`src/rtl/cpu_io_pkg.sv`:
```
// Shared definitions for the CPU I/O bridge: I/O page offsets, STATUS bit
// positions and the UART serializer state encoding.
package cpu_io_pkg;

    localparam logic [3:0] OFF_UART_DATA = 4'h0;
    localparam logic [3:0] OFF_STATUS    = 4'h1;
    localparam logic [3:0] OFF_LED       = 4'h2;
    localparam logic [3:0] OFF_CYCLE_LO  = 4'h3;
    localparam logic [3:0] OFF_CYCLE_HI  = 4'h4;

    localparam int unsigned ST_EMPTY = 0;
    localparam int unsigned ST_FULL  = 1;
    localparam int unsigned ST_BUSY  = 2;
    localparam int unsigned ST_OVF   = 3;

    typedef enum logic [1:0] {
        IDLE,
        START,
        DATA,
        STOP
    } uart_state_t;

endpackage

```
`src/rtl/cpu_io_bridge_uart_tx.sv`:
```
// 8N1 serializer. Accepts a byte when ready (IDLE, or last STOP cycle so
// frames can run back-to-back) and drives a registered, idle-high line.
module uart_tx
    import cpu_io_pkg::*;
#(
    parameter int unsigned BAUD_DIV = 434
) (
    input  logic       clk,
    input  logic       rst_n,
    input  logic [7:0] data,
    input  logic       valid,
    output logic       ready,
    output logic       tx,
    output logic       busy
);

    localparam int unsigned    TW   = $clog2(BAUD_DIV);
    localparam logic [TW-1:0]  LAST = TW'(BAUD_DIV - 1);

    uart_state_t   state;
    logic [TW-1:0] timer;
    logic [2:0]    bit_idx;
    logic [7:0]    shift;
    logic          tick;

    assign tick  = (timer == LAST);
    assign ready = (state == IDLE) || ((state == STOP) && tick);
    assign busy  = (state != IDLE);

    always_ff @(posedge clk or negedge rst_n) begin
        if (!rst_n) begin
            state   <= IDLE;
            tx      <= 1'b1;
            timer   <= '0;
            bit_idx <= '0;
            shift   <= '0;
        end else begin
            case (state)
                IDLE: begin
                    timer <= '0;
                    if (valid) begin
                        shift <= data;
                        state <= START;
                        tx    <= 1'b0;
                    end
                end
                START: begin
                    if (tick) begin
                        timer   <= '0;
                        bit_idx <= '0;
                        state   <= DATA;
                        tx      <= shift[0];
                    end else begin
                        timer <= timer + 1'b1;
                    end
                end
                DATA: begin
                    if (tick) begin
                        timer <= '0;
                        if (bit_idx == 3'd7) begin
                            state <= STOP;
                            tx    <= 1'b1;
                        end else begin
                            bit_idx <= bit_idx + 3'd1;
                            shift   <= {1'b0, shift[7:1]};
                            tx      <= shift[1];
                        end
                    end else begin
                        timer <= timer + 1'b1;
                    end
                end
                STOP: begin
                    if (tick) begin
                        timer <= '0;
                        if (valid) begin
                            shift <= data;
                            state <= START;
                            tx    <= 1'b0;
                        end else begin
                            state <= IDLE;
                        end
                    end else begin
                        timer <= timer + 1'b1;
                    end
                end
                default: state <= IDLE;
            endcase
        end
    end

endmodule

```
`src/rtl/cpu_io_bridge.sv`:
```
// Address decoder between the CPU memory port and block RAM; the top 4 KiB
// page maps a UART TX FIFO, LED register and 32-bit cycle counter.
module cpu_io_bridge
    import cpu_io_pkg::*;
#(
    parameter int unsigned FIFO_DEPTH = 16,
    parameter int unsigned BAUD_DIV   = 434,
    parameter logic [3:0]  IO_PAGE    = 4'hF
) (
    input  logic        clk,
    input  logic        reset_n,
    input  logic [15:0] cpu_raddr_i,
    input  logic        cpu_rd_i,
    output logic [15:0] cpu_rdata_o,
    input  logic [15:0] cpu_waddr_i,
    input  logic [15:0] cpu_wdata_i,
    input  logic        cpu_wr_i,
    output logic [15:0] ram_raddr_o,
    input  logic [15:0] ram_rdata_i,
    output logic [15:0] ram_waddr_o,
    output logic [15:0] ram_wdata_o,
    output logic        ram_wr_o,
    output logic        uart_tx_o,
    output logic [7:0]  led_o
);

    localparam int unsigned AW = $clog2(FIFO_DEPTH);

    // Asynchronous assertion, release synchronised to clk.
    logic [1:0] rst_sync;
    logic       rst_n;

    always_ff @(posedge clk or negedge reset_n) begin
        if (!reset_n) rst_sync <= '0;
        else          rst_sync <= {rst_sync[0], 1'b1};
    end
    assign rst_n = rst_sync[1];

    logic       io_r, io_w;
    logic [3:0] roff, woff;

    assign io_r = (cpu_raddr_i[15:12] == IO_PAGE);
    assign io_w = (cpu_waddr_i[15:12] == IO_PAGE);
    assign roff = cpu_raddr_i[3:0];
    assign woff = cpu_waddr_i[3:0];

    assign ram_raddr_o = cpu_raddr_i;
    assign ram_waddr_o = cpu_waddr_i;
    assign ram_wdata_o = cpu_wdata_i;
    assign ram_wr_o    = cpu_wr_i & ~io_w;

    logic          push_req, push, pop, full, empty, ready, busy;
    logic [7:0]    mem [FIFO_DEPTH];
    logic [AW-1:0] wptr, rptr;
    logic [AW:0]   count;

    assign full     = (count == (AW+1)'(FIFO_DEPTH));
    assign empty    = (count == '0);
    assign push_req = cpu_wr_i & io_w & (woff == OFF_UART_DATA);
    assign push     = push_req & ~full;
    assign pop      = ready & ~empty;

    always_ff @(posedge clk) begin
        if (push) mem[wptr] <= cpu_wdata_i[7:0];
    end

    always_ff @(posedge clk or negedge rst_n) begin
        if (!rst_n) begin
            wptr  <= '0;
            rptr  <= '0;
            count <= '0;
        end else begin
            if (push) wptr <= wptr + 1'b1;
            if (pop)  rptr <= rptr + 1'b1;
            count <= count + (AW+1)'(push) - (AW+1)'(pop);
        end
    end

    logic        ovf;
    logic [31:0] cycle;
    logic [15:0] hi_shadow;
    logic        rd_io_q;
    logic [15:0] io_rdata_q;
    logic [15:0] status;
    logic [15:0] io_rdata;

    assign status = {8'(count), 4'b0000, ovf, busy, full, empty};

    always_comb begin
        io_rdata = '0;
        case (roff)
            OFF_STATUS:   io_rdata = status;
            OFF_LED:      io_rdata = {8'h00, led_o};
            OFF_CYCLE_LO: io_rdata = cycle[15:0];
            OFF_CYCLE_HI: io_rdata = hi_shadow;
            default:      io_rdata = '0;
        endcase
    end

    always_ff @(posedge clk or negedge rst_n) begin
        if (!rst_n) begin
            ovf        <= 1'b0;
            led_o      <= '0;
            cycle      <= '0;
            hi_shadow  <= '0;
            rd_io_q    <= 1'b1;
            io_rdata_q <= '0;
        end else begin
            // An overflowing push in the same cycle as a clear keeps OVF set.
            if (push_req && full)
                ovf <= 1'b1;
            else if (cpu_wr_i && io_w && woff == OFF_STATUS && cpu_wdata_i[ST_OVF])
                ovf <= 1'b0;

            if (cpu_wr_i && io_w && woff == OFF_LED)
                led_o <= cpu_wdata_i[7:0];

            if (cpu_wr_i && io_w && woff == OFF_CYCLE_LO)
                cycle <= '0;
            else
                cycle <= cycle + 32'd1;

            if (cpu_rd_i && io_r && roff == OFF_CYCLE_LO)
                hi_shadow <= cycle[31:16];

            rd_io_q    <= cpu_rd_i & io_r;
            io_rdata_q <= io_rdata;
        end
    end

    assign cpu_rdata_o = rd_io_q ? io_rdata_q : ram_rdata_i;

    uart_tx #(
        .BAUD_DIV(BAUD_DIV)
    ) u_tx (
        .clk   (clk),
        .rst_n (rst_n),
        .data  (mem[rptr]),
        .valid (~empty),
        .ready (ready),
        .tx    (uart_tx_o),
        .busy  (busy)
    );

endmodule

```
`config.mk`:
```
export PLATFORM = sky130hd
export DESIGN_NAME = cpu_io_bridge
export DESIGN_NICKNAME = d
export VERILOG_FILES = /design/src/rtl/cpu_io_pkg.sv /design/src/rtl/cpu_io_bridge_uart_tx.sv /design/src/rtl/cpu_io_bridge.sv
export SDC_FILE = /design/constraint.sdc
export NUM_CORES = 1
export LEC_CHECK = 0
export BUFFER_PORTS_ARGS = -buffer_cell sky130_fd_sc_hd__buf_4
export CAP_MARGIN = 25
export CORE_MARGIN = 2
export CORE_UTILIZATION = 35
export DETAILED_ROUTE_END_ITERATION = 7
export GPL_TIMING_DRIVEN = 1
export RECOVER_POWER = 25
export SYNTH_ARGS = -nofsm -noshare
export SYNTH_HDL_FRONTEND = slang
export SYNTH_SLANG_ARGS = --single-unit
```
`constraint.sdc`:
```
create_clock -name clk -period 10.8 [get_ports clk]
set_clock_uncertainty 0.2 [all_clocks]
set_input_delay 0.54 -clock clk [delete_from_list [all_inputs] [get_ports clk]]
set_output_delay 0.54 -clock clk [all_outputs]
set_load 0.1 [all_outputs]
```
==> out/summary.md <==
From synthesis to final layout, the design area changed by 13.3%. The residual DRC count was 0. The tools report the library cell used as clock root buffer as sky130_fd_sc_hd__clkbuf_16. In this run the tightest slew margin relative to its limit is -14.4%.

Traced cell by cell, the critical path runs through inv_1 > ha_1 > nor4b_4 > nor2_1 > ha_1 > inv_1 > ha_1 > inv_1 > fa_1 > inv_1 > a21oi_1 > o21bai_1 > xnor2_1. The logs give 142 for the I/O pin count and 912 for the synthesized net count. For this design the ratio of total power to cell area is 165 nW/um^2. Counting I/O delays and the setup requirement, the final critical path takes 3.07 ns. In the routed layout, each cell is associated on average with a via count of 5.28. Highest-delay cell along the critical path: sky130_fd_sc_hd__nor4b_4. Input and output buffers added on the ports amount to 93. The final reports fail on capacitance limit, slew limit. In this run the worst hold path is classified as in -> reg. The part of the cycle the worst path needs is 28.4%. Unique cell type count in the Yosys netlist: 70.

Synthesis inferred 240 register bits. The logs give 240 for the clock net sink count and 60.0% for the share of the yosys chip area belonging to registers. Entering global routing, the biggest net connects 69 pins.

In this run, the clock network consumes 38.5% of the power. The library cell used most frequently in the layout, excluding fill and tap cells, is sky130_fd_sc_hd__edfxtp_1. In the final design database the tool counted 956 nets. In the synthesized netlist the dominant register cell turns out to be sky130_fd_sc_hd__edfxtp_1. Before CTS, the worst setup slack after placement is 7.59 ns.

Kind of cell adding the most delay to the critical path: adder cells. The first routing iteration left 497 violations. On the final layout, the worst hold slack is 0.0555 ns. The number of setup buffers added after CTS is 0.

The horizontal die dimension works out to 182 um. The clock passes through at most 3 buffers. STA classifies the critical path endpoint as a register.

The run finished, with violations left. For this block, the routed nets add up to 24800 um of wire. Global routing used 15.1% of the available tracks.

Setup repair after global routing left no endpoint under its margin. In this run, CTS created clock tree buffers numbering 24. Net switching is 25.9% of the power. The tools report the combinational power share as 10.8%. The synthesized netlist cell count is 821. For the count of maximum capacitance violations, the log shows 1.

Actual slew at the worst max-slew pin: 1.72 ns. The analysis attributes to net switching a power of 0.000537 W. Summing every instance area after synthesis gives 11100 sq um. For this block, the via count after detailed routing is 6777. The die covers 33100 sq um. The initial antenna violation count was 0.

The initial utilization of the core area, before any placement, comes to 35.3%. For the worst-skew pair, the clock arrives at the later sink with an insertion delay of 0.52 ns. The highest cell delay on the worst timing path is 0.54 ns, and the clock transition at the register clock pins on the worst setup and hold paths after CTS is 0.06 ns.

In this run the worst path has a maximum fanout of 10. The wire-length estimate of the detail-placed layout is 16500 um. The combined buffer and inverter count along the critical path was 4; the final-layout setup total negative slack was 0 ns.

Total of warnings raised by yosys: 0. Counting stages on the worst path, the most repeated cell is sky130_fd_sc_hd__inv_1. The library cells used most frequently in the layout, excluding fill and tap cells, are sky130_fd_sc_hd__edfxtp_1, sky130_fd_sc_hd__dfrtp_1, sky130_fd_sc_hd__buf_4. For this design the static power due to leakage is 4.88 nW. TritonCTS built the clock tree.

Antenna diode count: 0. The floorplan step set the die height to 182 um. The final antenna-violating net count is 0, and the sequential share of power is 50.7%.

The global placer's final weighted congestion was 0.795; the row count was 65. The worst setup path is of the reg -> reg kind. The number of synthesized flops with an enable pin was 128; the arrival time at the worst endpoint was 3.30 ns. Counting flops with an async set or reset pin after synthesis yields a share of 46.7%. The post-route core utilization was 40.0%. The share of final-layout standard cells stronger than drive strength 1 was 23.8%.

Setup violations remaining at the end of the flow were counted as 0. The wire length of the first global-routing pass was 39300 um. The number of hold buffers added after CTS was 1; the detailed-routing iteration count for the pre-antenna-repair pass was 7. The logs give 7.73 ns for the post-layout worst setup margin and 6803 for the number of global-route vias before repair. The tools report the total congestion overflow as 0. The average wire length per cell after detail routing works out to 19.4 um. The run gives 0 as the final-report hold violation count. The region available for standard cell placement spans 31400 sq um. H-tree depth: 1. Cell internal power was estimated by the tool at 0.00154 W. The total of cells resized after clock tree synthesis is 0, and the number of pins with negative max-slew slack in the final report is 44.

Static timing analysis puts the maximum clock frequency at 326 MHz. Data on the critical path is required at its endpoint by 11.03 ns. STA classifies the critical path startpoint as a register. The synthesized area per cell came out at 13.5 sq um.

The run gives 0.133 mV as the worst voltage drop across the vdd grid.
==> worst reg2reg max path, stage by stage, from the launching register on <==
cell,delay [ns]
sky130_fd_sc_hd__dfrtp_1,0.40
sky130_fd_sc_hd__inv_1,0.09
sky130_fd_sc_hd__ha_1,0.16
sky130_fd_sc_hd__nor4b_4,0.54
sky130_fd_sc_hd__nor2_1,0.20
sky130_fd_sc_hd__ha_1,0.33
sky130_fd_sc_hd__inv_1,0.06
sky130_fd_sc_hd__ha_1,0.16
sky130_fd_sc_hd__inv_1,0.05
sky130_fd_sc_hd__fa_1,0.39
sky130_fd_sc_hd__inv_1,0.07
sky130_fd_sc_hd__a21oi_1,0.05
sky130_fd_sc_hd__o21bai_1,0.15
sky130_fd_sc_hd__xnor2_1,0.13
==> power groups by stage <==
stage               Combinational, W  Sequential (W)  Clock, W
floorplan                   0.000205         0.00106         0
global placement            0.000224         0.00107         0
detailed placement          0.000226         0.00107         0
CTS                         0.000227         0.00105  0.000818
global route                0.000244         0.00106  0.000856
finish                      0.000223         0.00105  0.000799
==> final timing paths <==
path	end	start	slack, ns	cells after the start
worst max register to register	count[4]	count[2]	7.73	13
worst max-delay path	count[4]	count[2]	7.73	13
worst min register to register	rst_sync[1]	rst_sync[0]	0.16	0
max in group asynchronous	rptr[1]	rst_sync[1]	8.16	1
min in group asynchronous	rst_sync[0]	reset_n	0.14	2
worst min-delay path	rd_io_q	cpu_raddr_i[15]	0.06	3
==> cells in the mapped netlist (8+ instances only) <==
library cell               instances  area share [%]
sky130_fd_sc_hd__edfxtp_1        128              35
sky130_fd_sc_hd__dfrtp_1         110              25
sky130_fd_sc_hd__buf_4            51             3.5
sky130_fd_sc_hd__mux2_2           51             5.2
sky130_fd_sc_hd__nor2_1           44             1.5
sky130_fd_sc_hd__nand2_1          41             1.4
sky130_fd_sc_hd__mux2i_1          37             3.3
sky130_fd_sc_hd__inv_1            32             1.1
sky130_fd_sc_hd__nand3_1          23             1.0
sky130_fd_sc_hd__ha_1             22             2.5
sky130_fd_sc_hd__xnor2_1          21             1.7
sky130_fd_sc_hd__a21oi_1          19            0.86
sky130_fd_sc_hd__clkbuf_1         17            0.58
sky130_fd_sc_hd__nand4_1          16            0.90
sky130_fd_sc_hd__buf_2            15            0.68
sky130_fd_sc_hd__a22oi_1          13            0.88
sky130_fd_sc_hd__o31ai_1          13            0.88
sky130_fd_sc_hd__mux4_2           12             2.4
sky130_fd_sc_hd__or4_1            12            0.81
sky130_fd_sc_hd__a222oi_1         11            0.99
sky130_fd_sc_hd__and4b_1           9            0.81
sky130_fd_sc_hd__xor2_1            9            0.71
sky130_fd_sc_hd__nor3_1            8            0.36
sky130_fd_sc_hd__o21ai_0           8            0.36
==> final cells by class <==
type                       count  area [sq um]
fill                        2949         18800
sequential                   240          6650
multi-input combinational    464          3800
timing repair buffer         103           738
clock buffer                  33           676
tap                          402           503
inverter                      32           120
clock inverter                 9          66.3
==> sequential cells by signal, summed over array words and instances (netlist names), 4 cells and up <==
name,cells
mem,128
cycle,32
hi_shadow,16
io_rdata_q,16
u_tx.timer,9
led_o,8
u_tx.shift,8
count,5
rptr,4
wptr,4
==> layer usage <==
layer / up-vias / routed length, um / GRT usage (%) / part of all wire, %
met3: 42 / 1050 / 2.11 / 4.2
met2: 162 / 11800 / 24.4 / 48
met1: 3430 / 11400 / 21.4 / 46
li1: 3143 / - / - / -
met4: 0 / 551 / 4.52 / 2.2
met5: - / 0 / 0 / 0
==> stage by stage <==
stage	cell area (sq um)	cells	power, W
6_report	12600	1283	0.00207
5_1_grt	12600	1283	0.00216
4_1_cts	12600	1282	0.00210
3_5_place_dp	11800	1239	0.00129
3_3_place_gp	11800	1239	0.00129
2_1_floorplan	11100	821	0.00127
==> kinds of logic (layout without fill, tap and decap cells) <==
logic type	after synthesis	after routing	share of synthesized area, %
AO/OA/AOI/OAI	104	104	6.96
XOR/XNOR	30	30	2.37
adder cells (fa/ha/maj)	23	23	2.66
buffers and inverters	117	177	5.93
flip-flops	240	240	60.0
multiplexers	100	100	11.0
other	1	1	0.0338
AND/OR/NAND/NOR	206	206	11.1
Power figures use the tool's default switching activity.
